## src/rtl/tts_pkg.sv

```systemverilog
// Shared types and sizing helpers for the truth-table scanner.
package tts_pkg;

  typedef enum logic [1:0] {
    IDLE,
    SCAN,
    DONE
  } state_t;

  localparam int SETTLE_W = 4;

  function automatic int idx_width(input int n_in);
    return n_in;
  endfunction

  function automatic int tbl_size(input int n_in);
    return 1 << n_in;
  endfunction

endpackage

```

## src/rtl/tts_index_counter.sv

```systemverilog
// Settle (hold) counter chained into the stimulus index counter; the index
// saturates at its terminal value instead of wrapping.
module tts_index_counter
  import tts_pkg::*;
#(
  parameter int IDX_W  = 3,
  parameter int SETTLE = 1
) (
  input  logic             clk,
  input  logic             rst,
  input  logic             clear,
  input  logic             enable,
  output logic [IDX_W-1:0] index,
  output logic             settle_tc,
  output logic             index_tc
);

  localparam logic [SETTLE_W-1:0] SETTLE_LAST = SETTLE_W'(SETTLE - 1);
  localparam logic [IDX_W-1:0]    INDEX_LAST  = {IDX_W{1'b1}};

  logic [SETTLE_W-1:0] settle;

  assign settle_tc = (settle == SETTLE_LAST);
  assign index_tc  = (index == INDEX_LAST);

  always_ff @(posedge clk or posedge rst) begin
    if (rst) begin
      settle <= '0;
      index  <= '0;
    end else if (clear) begin
      settle <= '0;
      index  <= '0;
    end else if (enable) begin
      if (settle_tc) begin
        settle <= '0;
        if (!index_tc) index <= index + 1'b1;
      end else begin
        settle <= settle + 1'b1;
      end
    end
  end

endmodule

```

## src/rtl/truth_table_scanner.sv

```systemverilog
// Walks every input combination of an external function, samples its output
// at the end of each hold and builds the maxterm mask and count.
module truth_table_scanner
  import tts_pkg::*;
#(
  parameter  int N_IN   = 3,
  parameter  int SETTLE = 1,
  localparam int IDX_W  = idx_width(N_IN),
  localparam int TBL    = tbl_size(N_IN)
) (
  input  logic             clk,
  input  logic             rst,
  input  logic             start,
  output logic [IDX_W-1:0] stim,
  input  logic             f_in,
  output logic             busy,
  output logic             done,
  output logic             result_valid,
  output logic [TBL-1:0]   maxterm_mask,
  output logic [N_IN:0]    maxterm_count,
  output logic             is_const0,
  output logic             is_const1
);

  state_t           state, state_next;
  logic [IDX_W-1:0] index;
  logic             settle_tc, index_tc;
  logic             accept, sample, last_sample;
  logic [N_IN:0]    count_next;

  assign accept      = (state == IDLE) && start;
  assign sample      = (state == SCAN) && settle_tc;
  assign last_sample = sample && index_tc;
  assign count_next  = maxterm_count + {{N_IN{1'b0}}, ~f_in};

  // Clearing in DONE returns stim to 0 as the block drops back to IDLE.
  tts_index_counter #(
    .IDX_W (IDX_W),
    .SETTLE(SETTLE)
  ) u_counter (
    .clk      (clk),
    .rst      (rst),
    .clear    (accept || (state == DONE)),
    .enable   (state == SCAN),
    .index    (index),
    .settle_tc(settle_tc),
    .index_tc (index_tc)
  );

  assign stim = index;

  always_ff @(posedge clk or posedge rst) begin
    if (rst) state <= IDLE;
    else     state <= state_next;
  end

  always_comb begin
    state_next = state;
    case (state)
      IDLE:    if (start) state_next = SCAN;
      SCAN:    if (last_sample) state_next = DONE;
      DONE:    state_next = IDLE;
      default: state_next = IDLE;
    endcase
  end

  always_ff @(posedge clk or posedge rst) begin
    if (rst) begin
      busy          <= 1'b0;
      done          <= 1'b0;
      result_valid  <= 1'b0;
      maxterm_mask  <= '0;
      maxterm_count <= '0;
      is_const0     <= 1'b0;
      is_const1     <= 1'b0;
    end else begin
      done <= 1'b0;
      if (accept) begin
        busy          <= 1'b1;
        result_valid  <= 1'b0;
        maxterm_mask  <= '0;
        maxterm_count <= '0;
        is_const0     <= 1'b0;
        is_const1     <= 1'b0;
      end
      if (sample) begin
        maxterm_mask[index] <= ~f_in;
        maxterm_count       <= count_next;
      end
      if (last_sample) begin
        busy         <= 1'b0;
        done         <= 1'b1;
        result_valid <= 1'b1;
        is_const0    <= (count_next == (N_IN + 1)'(TBL));
        is_const1    <= (count_next == '0);
      end
    end
  end

endmodule

```

## config.mk

```make
export PLATFORM = sky130hd
export DESIGN_NAME = truth_table_scanner
export DESIGN_NICKNAME = d
export VERILOG_FILES = /design/src/rtl/tts_pkg.sv /design/src/rtl/tts_index_counter.sv /design/src/rtl/truth_table_scanner.sv
export SDC_FILE = /design/constraint.sdc
export NUM_CORES = 1
export LEC_CHECK = 0
export ABC_AREA = 1
export CORE_UTILIZATION = 61
export DETAILED_ROUTE_END_ITERATION = 16
export DONT_BUFFER_PORTS = 1
export PLACE_DENSITY = 0.78
export SYNTH_ARGS = -nofsm -noshare
export SYNTH_HDL_FRONTEND = slang
export SYNTH_SLANG_ARGS = --single-unit
```

## constraint.sdc

```tcl
create_clock -name clk -period 1.71 [get_ports clk]
set_input_delay 0.342 -clock clk [delete_from_list [all_inputs] [get_ports clk]]
set_output_delay 0.342 -clock clk [all_outputs]
set_load 0.02 [all_outputs]
```

# Word-level counts from Yosys, hierarchy flattened

Cells that the tools add are included.

$add $sub $neg: 3
Multiplexer cells: 24
Bitwise gates (word level): 1
Magnitude comparators: 2
Reduce and logical (&&, ||, !) cells: 14
Equality and inequality tests: 7

Operator list:

| operator                                                           | count |
|---|---|
| 2-to-1 mux 4 bit                                                   | 5 |
| 2-to-1 mux 8 bit                                                   | 2 |
| 2-to-1 mux 3 bit                                                   | 4 |
| bitwise mux 8 bit                                                  | 1 |
| logical NOT 4 bit                                                  | 2 |
| 2-to-1 mux 1 bit                                                   | 8 |
| nonzero test 2 bit                                                 | 4 |
| adder 4 x 1 -> 4 bit                                               | 1 |
| adder 4 x 1 -> 4 bit (second input constant)                       | 1 |
| == test 4 bit (second input constant)                              | 1 |
| logical AND 1 bit                                                  | 4 |
| < comparator 3 x 4 -> 1 bit (second input constant)                | 1 |
| 2-to-1 mux 2 bit                                                   | 2 |
| inequality test 2 bit (second input constant)                      | 2 |
| case mux 2 bit (2 select lines)                                    | 1 |
| adder 3 x 1 -> 3 bit (second input constant)                       | 1 |
| demux 1 bit (select 3 bit)                                         | 1 |
| == test 3 bit (second input constant)                              | 1 |
| greater-or-equal comparator 3 x 1 -> 1 bit (second input constant) | 1 |
| AND reduction 3 bit                                                | 1 |
| == test 2 x 1 -> 1 bit (second input constant)                     | 1 |
| == test 2 bit (second input constant)                              | 1 |
| logical NOT 2 bit                                                  | 1 |
| inequality test 2 x 1 -> 1 bit (second input constant)             | 1 |
| 3 further kinds                                                    | 3 |

Logic and storage cells: 61
Output and inout port bits: 20
Register bits: 26

# Longest topological paths before layout

Gate-level depths: netlist of run 1.

Word-level depth: 6
Depth in mapped cells: 9
Gate-level depth less buffers: 9

# By module

From an unflattened synthesis of run 1, not the netlist that was laid out.

Cell total of the unflattened synthesis: 187
Area total of the unflattened synthesis: 1406.3 um2

By module, submodules not included:

| module              | cells each | instances | area each (um2) |
|---|---|---|---|
| truth_table_scanner | 133        | 1         | 975.9 |
| tts_index_counter   | 54         | 1         | 430.4 |

# Worst setup path before layout of run 1

OpenSTA, ideal clock, no wires.

Kind: input to register
Start: input port f_in
End: register is_const0
Path buffers: 0
Slack: 0.278 ns
Cell stages on the path: 8
Arrival time: 1.366 ns
Path through: clkinv_1 ha_1 ha_1 inv_1 nand2_1 nor2_1 nand3_1 nand2_1

Cells in the longest elaborated chain, start to end: 4

RTL lines:

| what                 | line                      | text |
|---|---|---|
| start, declared      | truth_table_scanner.sv:15 | `input logic f_in,` |
| inverter 1 bit       | truth_table_scanner.sv:34 | `assign count_next = maxterm_count + {{N_IN{1'b0}}, ~f_in};` |
| adder 4 x 1 -> 4 bit | truth_table_scanner.sv:34 |  |
| == test 4 bit        | truth_table_scanner.sv:94 | `is_const0 <= (count_next == (N_IN + 1)'(TBL));` |
| 2-to-1 mux 1 bit     | truth_table_scanner.sv:90 | `if (last_sample) begin` |
| end signal, assigned | truth_table_scanner.sv:94 |  |
| end, declared        | truth_table_scanner.sv:21 | `output logic is_const0,` |

Every way passes these cells.
A chain may end at the register's enable or synchronous reset.

# Worst setup path after layout of run 1

Start: register maxterm_count[0]
End: register is_const0

Cells in the longest elaborated chain, start to end: 3

RTL lines:

| what                   | line                      | text |
|---|---|---|
| start, declared        | truth_table_scanner.sv:20 | `output logic [N_IN:0] maxterm_count,` |
| start signal, assigned | truth_table_scanner.sv:88 | `maxterm_count <= count_next;` |
| adder 4 x 1 -> 4 bit   | truth_table_scanner.sv:34 |  |
| == test 4 bit          | truth_table_scanner.sv:94 |  |
| 2-to-1 mux 1 bit       | truth_table_scanner.sv:90 |  |

Every way passes these cells.

==> out/results.tsv, run 1 <==
metric	value	unit
Core ar.	2210	um^2
Clock Sinks	26	
clk slew on worst S/H paths	0.13	ns
Syn Inst Count	183	
syn nets	193	
Post-synth top flop	dfrtp_1	
CP Launch Point	maxterm_count[0]	
1st-pass router iterations	4	
vias in the first global route	1166	
WP data arrival	1.77	ns
post-route DRC violation count	0	
r2r endpoint	is_const0	
DR WL/cell	13.3	um
CP endpoint	is_const0	
H-tree levels	1	
Starting Density	65.1	%
Cell variety after synth	19	
Resized cells post-CTS	0	
maximum VDD drop	0.00108	V
yosys warns	0	
RSZ-0062 raised after global routing	false	
post-synthesis sequential area ratio	45.2	%
synth cell count leaders	nand2_1 (53), nand3_1 (38), dfrtp_1 (26)	
largest net degree at the start of global routing	25	
All-Layer GR Usage	26.0	%
post-CTS setup buffers	0	
R2R cell count	7	
Tot Pwr	2580	uW
EDFF count, synth	0	
die extent in y	50.6	um
top-count cell post-synth	nand2_1	
die area	2560	um^2
Die W	50.6	um
Post-Syn Area	1440	um^2
outcome	completed	
CP endpoint kind	register	
Num CTS Buffers	3	
DRT iter0 DRCs	41	
synthesis-to-layout area growth	4.95	%
Via Count	1233	
startpoint types	register	
Synth area leaders	dfrtp_1 (45%), nand2_1 (14%), nand3_1 (13%)	
Final TNS setup	0	ns
critical path type	reg -> reg	
Yosys top cell by area	dfrtp_1	
Fmax	662	MHz
critical-path maximum fanout	4	
# rows	17	
Pins Over Slew Limit	0	
worst-skew pair later-pin latency	0.32	ns
mean post-synth cell area	7.87	um^2
Worst Hold Class	in -> reg	
leakage	0.000820	uW
synthesized flop and latch total	26	
final setup margin	0.200	ns
r2r startpoint	maxterm_count[0]	
routed vias/inst	5.73	
Reg2Reg Setup Slack	0.20	ns
fin crit share	88.3	%
GPL Wtd Cong	0.796	
total congestion overflow	0	
P per Cell Area	1710	nW/um^2
post-place setup slack	0.233	ns
first-pass GRT wire length	4950	um
max-cap violation count	0	
wirelength, routed	2870	um
CTS tree	built	
io pins	24	
Final HPWL DP	2130	um
final setup fails	0	
initial antenna violation count	0	
IO Port Bufs	0	
ANT cells	0	
nets	199	
Tmin final	1.51	ns
Longest Clk Path Bufs	2	
Post-synth ARST share	100	%
number of routed nets with antenna violations	0	
fraction of final layout cells sized beyond drive strength 1	9.63	%
top cell type's share of synthesized area	45.2	%
worst slew pin tran	0.427	ns
CP required	1.97	ns
Filler cells	196	
worst rel slew slack	71.4	%
Hold Fails Final Rpt	0	
hold buffers post-CTS	1	
Root Driver	clkbuf_4	
Worst Skew	0.00599	ns
[stage by stage]
step	hold slack, ns	std cells	instance area (um^2)	util [%]
finish	0.223	215	1510	68.3
CTS	0.217	215	1510	68.3
detailed placement	0.237	211	1480	66.9
global route	0.242	215	1510	68.3
floorplan	0.382	183	1440	-
global placement	0.230	211	1480	66.9
[how the worst min path moves through the flow]
| stage | start | endpoint | slack (ns) | cells after the start |
|---|---|---|---|---|
| final | f_in | maxterm_mask[4] | 0.22 | 3 |
| after global placement | rst | u_counter.settle[1] | 0.23 | 1 |
| after floorplan | rst | busy | 0.38 | 1 |
| after CTS | f_in | maxterm_mask[4] | 0.22 | 3 |
| after detailed placement | rst | u_counter.settle[0] | 0.24 | 1 |
| after global routing | f_in | maxterm_mask[4] | 0.24 | 3 |
[layer usage]
layer  wire length [um]  track usage, %
met5                  0               0
met4                 28            9.26
met3                134            4.24
met2               1450            43.8
met1               1260            33.7
[cell usage in the layout, fill, tap and decap left out, drive strengths merged]
master / n
dfrtp: 26
inv: 20
clkbuf: 3
ha: 6
nand4: 9
nand2: 54
o21ai: 11
buf: 5
clkinv: 1
nand3: 39
nor2: 11
xor2: 1
dlygate4sd3: 1
[flip-flops by register name, indices dropped and copies added (netlist names)]
name / cells
done: 1
state: 2
maxterm_count: 4
is_const0: 1
u_counter.index: 3
maxterm_mask: 8
result_valid: 1
is_const1: 1
busy: 1
u_counter.settle: 4
[cell families (layout without fill, tap and decap cells)]
logic type,after synthesis,count (layout),share of synthesized area (%)
XOR/XNOR,1,1,0.608
adder cells (fa/ha/maj),6,6,5.21
buffers and inverters,26,30,7.82
AND/OR/NAND/NOR,113,113,36.8
flip-flops,26,26,45.2
AO/OA/AOI/OAI,11,11,4.34
[critical path, stage by stage (launching register included)]
cell	delay (ns)
dfrtp_1	0.49
ha_1	0.27
ha_1	0.28
inv_1	0.07
nand2_1	0.05
nor2_1	0.13
nand3_1	0.10
nand2_1	0.07
[area by class of cell]
cell class | count | area (um^2) | share of cell area, %
well taps | 28 | 35.0 | 2.32
flip-flops and latches | 26 | 651 | 43.0
repair buffers | 6 | 47.5 | 3.15
multi-input cells | 131 | 677 | 44.8
clock buffers | 3 | 22.5 | 1.49
inverters | 21 | 78.8 | 5.22
[report_power, final]
| part | internal (uW) | switching, uW | leakage [uW] |
|---|---|---|---|
| Combinational | 373 | 774 | 0.000468 |
| Sequential | 811 | 366 | 0.000338 |
| Clock | 82.5 | 172 | 0.0000138 |
| Total | 1270 | 1310 | 0.000820 |
Power figures use the tool's default switching activity.
==> run 2, diff against run 1 <==
--- a/config.mk
+++ b/config.mk
@@ -6,10 +6,10 @@
 export NUM_CORES = 1
 export LEC_CHECK = 0
 export ABC_AREA = 1
-export CORE_UTILIZATION = 61
+export CORE_UTILIZATION = 47
 export DETAILED_ROUTE_END_ITERATION = 16
 export DONT_BUFFER_PORTS = 1
-export PLACE_DENSITY = 0.78
+export PLACE_DENSITY = 0.63
 export SYNTH_ARGS = -nofsm -noshare
 export SYNTH_HDL_FRONTEND = slang
 export SYNTH_SLANG_ARGS = --single-unit
==> out/results.tsv, run 2 (synthesized netlist as in run 1, its figures left out) <==
metric	value	unit
Num CTS Buffers	3	
Tot Pwr	2750	uW
1st-pass router iterations	10	
Clock Sinks	26	
Root Driver	clkbuf_4	
Worst Hold Class	in -> reg	
P per Cell Area	1760	nW/um^2
Pins Over Slew Limit	0	
Filler cells	265	
Via Count	1205	
first-pass GRT wire length	5040	um
All-Layer GR Usage	19.7	%
io pins	24	
number of routed nets with antenna violations	0	
Resized cells post-CTS	0	
Reg2Reg Setup Slack	0.20	ns
fin crit share	88.2	%
Hold Path Depth	3	
DR WL/cell	12.8	um
die extent in y	57.4	um
wirelength, routed	2820	um
clk slew on worst S/H paths	0.15	ns
critical-path maximum fanout	4	
fraction of final layout cells sized beyond drive strength 1	10.6	%
initial antenna violation count	0	
GPL Wtd Cong	0.804	
Hold Fails Final Rpt	0	
failing checks	DRC	
Final Hold Slack	0.225	ns
worst-skew pair later-pin latency	0.33	ns
maximum VDD drop	0.000927	V
commonest non-fill, non-tap cell in the layout	nand2_1	
largest net degree at the start of global routing	25	
leading cell types in the layout, fill and taps excluded	nand2_1 (53), nand3_1 (38), dfrtp_1 (26), inv_1 (18)	
IO Port Bufs	0	
RSZ-0062 raised after global routing	false	
die area	3290	um^2
outcome	finished with violations	
Tmin final	1.51	ns
synthesis-to-layout area growth	8.69	%
nets	200	
Fmax	663	MHz
CP endpoint kind	register	
leakage	0.000844	uW
hold buffers post-CTS	1	
vias in the first global route	1164	
WP data arrival	1.77	ns
CTS tree	built	
H-tree levels	1	
Starting Density	50.9	%
final setup fails	0	
Top reg by flops	maxterm_mask	
ANT cells	0	
critical path type	reg -> reg	
post-route DRC violation count	2	
post-CTS setup buffers	0	
Largest regs	maxterm_mask (8), maxterm_count (4), u_counter.settle (4)	
Longest Clk Path Bufs	2	
Final HPWL DP	2120	um
Core ar.	2830	um^2
R2R cell count	7	
Final TNS setup	0	ns
Die W	57.4	um
max-cap violation count	0	
startpoint types	register	
routed vias/inst	5.48	
worst slew pin tran	0.450	ns
# rows	19	
Util after Layout	55.3	%
CP required	1.97	ns
DRT iter0 DRCs	67	
Worst Skew	0.0171	ns
total congestion overflow	0	
worst rel slew slack	70.0	%
number of flip-flops in the largest register	8	
[run 2: power breakdown]
part	total, uW	internal, uW	leakage, uW	switching (uW)
registers	1160	811	0.000338	344
logic	1170	387	0.000477	786
clock network	424	237	0.0000279	187
[run 2: layout make-up]
cell class | instances | area [um^2] | area share, %
Multi-Input combinational cell | 131 | 677 | 43.2
Sequential cell | 26 | 651 | 41.6
Inverter | 21 | 78.8 | 5.04
Timing Repair Buffer | 7 | 67.6 | 4.32
Tap cell | 31 | 38.8 | 2.48
Clock inverter | 1 | 30.0 | 1.92
Clock buffer | 3 | 22.5 | 1.44
[run 2: worst max-delay path, cell delays in order (launching register included)]
cell	delay (ns)
dfrtp_1	0.50
ha_1	0.26
ha_1	0.28
inv_1	0.06
nand2_1	0.05
nor2_1	0.14
nand3_1	0.09
nand2_1	0.06
[run 2: stage by stage]
step,std cells,setup slack [ns],area [um^2]
finish,220,0.202,1570
global route,220,0.0688,1570
CTS,220,0.190,1570
detailed placement,215,0.242,1500
global placement,215,0.257,1500
floorplan,183,0.278,1440
[run 2: per-layer routing]
layer  vias up  GRT usage, %  wire length [um]
li1        611             -                 -
met1       561          24.9              1270
met2        31          32.6              1360
met4         0          9.06                20
met5         -             0                 0
met3         2          4.08               171
[run 2: final timing paths]
kind,to,from
max,is_const1,maxterm_count[0]
min,maxterm_mask[4],f_in
max reg2reg,is_const1,maxterm_count[0]
min reg2reg,u_counter.index[1],u_counter.index[1]
max in group asynchronous,state[1],rst
min in group asynchronous,u_counter.settle[3],rst
==> patch (settings of run 2) <==
The parameter `N_IN` goes from 3 to 5.
--- a/src/rtl/truth_table_scanner.sv
+++ b/src/rtl/truth_table_scanner.sv
@@ -4,5 +4,5 @@
   import tts_pkg::*;
 #(
-  parameter  int N_IN   = 3,
+  parameter  int N_IN   = 5,
   parameter  int SETTLE = 1,
   localparam int IDX_W  = idx_width(N_IN),
Interface: changed (resized maxterm_count, maxterm_mask and stim); port bits go from 24 to 52. No check against the original RTL was run, so the function may have changed too.
==> patch against run 2 <==
Clock skew decreased by 0.012 ns; global-route usage increased by 0.89 points; design area increased by 97%; cell count increased by 100%; power increased by 65%; synthesized cell count increased by 100%; area after synthesis increased by 97%; wire length increased by 110%; hold slack got worse by 0.11 ns; utilization decreased by 0.57 points; combinational power increased by 43%; worst setup slack improved by 0.013 ns; sequential cell count increased by 28.
==> patch: results (changes against run 2) <==
Status
  • Status: completed

Worst setup path
  • Crit path max-delay family: simple AND/OR/NAND/NOR gates
  • Critical path arrival: 1.74 ns (-0.03 ns)
  • Worst Path Max Fanout: 6 (+2)

Yosys
  • Synth area leaders: dfrtp_1 (48%), nand2_1 (9.8%), nand3_1 (9.4%), inv_1 (8.1%), nor2_1 (5.4%)
  • Post-synth top cells: nand2_1 (74), inv_1 (61), dfrtp_1 (54)
  • Syn_area_per_cell: 7.66 um^2 (-2.7%)
  • Mapped Nets: 383 (+98%)
  • Sequential element share of the synthesized area: 0.477 (+0.0253)

Timing
  • Final worst clock skew: 0.00499 ns (-0.0121 ns)
  • Least-Margin Pin Slew: 0.479 ns (+0.0288 ns)
  • WHS: 0.115 ns (-0.110 ns)

Drt
  • DRT Wirelength: 5960 um (+110%)
  • DR pass1 iterations: 4 (-6)
  • Drt first-iter violations: 256 (+280%)

Clock network
  • Reg clk slew, reported paths: 0.10 ns (-0.05 ns)
  • Clock Tree Root: clkbuf_8
  • Max H-tree Level: 2 (+1)
  • Clock Latency Late Sink: 0.30 ns (-0.03 ns)

Global routing
  • All-Layer GR Usage: 0.206 (+0.00886)
  • First-pass GRT wire length: 10,100 um (+100%)
  • Largest net degree at the start of global routing: 34 (+36%)
  • Vias in the first global route: 2,144 (+84%)

Layout
  • Nets: 389 (+95%)
  • Regs by FF count: maxterm_mask x32, maxterm_count x6, u_counter.index x5
  • FILL cells: 545 (+110%)

Power and ir drop
  • Peak VDD IR: 0.721 mV (-22%)
  • Pleak: 1.51 nW (+79%)
-- patch: changes by cell type in the layout (fill, tap and decap cells not counted), sizes merged, moves of 4 or more --
cell,run 2,this run
nor3,0,6
dfrtp,26,54
clkbuf,3,7
nand2,54,75
inv,20,61
buf,6,15
o21ai,11,43
nor2,11,43
nand3,39,53
nand4,9,3
-- patch: logic make-up (layout without fill, tap and decap cells) --
| logic type | Yosys count | count (layout) | share of synthesized area |
|---|---|---|---|
| buf+inv | 78 | 85 | 0.113 |
| flops | 54 | 54 | 0.477 |
| xor+xnor | 4 | 4 | 0.0124 |
| simple gates | 180 | 180 | 0.277 |
| compound gates | 45 | 45 | 0.0813 |
| fa+ha+maj | 9 | 9 | 0.0398 |
-- patch: timing repair --
action                                  in CTS  in global routing
endpoints found under the setup margin       0                  2
hold endpoints to repair                    19                  0
hold buffers                                 1                  0
gates resized for setup                      0                  1
-- patch: layout make-up --
type / count / share of cell area
clock buffer: 7 / 0.0279
clock inverter: 1 / 0.00162
inverter: 61 / 0.0741
multi-input combinational: 238 / 0.378
sequential: 54 / 0.437
tap: 72 / 0.0292
timing repair buffer: 16 / 0.0518
-- patch: metal layers --
layer | routed length (um) | GRT usage | up-vias
met1 | 2850 | 0.283 | 1021
li1 | - | - | 1176
met4 | 52 | 0.0673 | 0
met5 | 0 | 0 | -
met2 | 2720 | 0.320 | 56
met3 | 335 | 0.0491 | 6
-- patch: metrics by stage --
| stage | setup WS, ns | power (mW) |
|---|---|---|
| after global routing | 0.0422 | 4.91 |
| final | 0.214 | 4.55 |
| after global placement | 0.206 | 3.82 |
| after floorplan | 0.00874 | 3.36 |
| after detailed placement | 0.191 | 3.84 |
| after CTS | 0.176 | 4.59 |
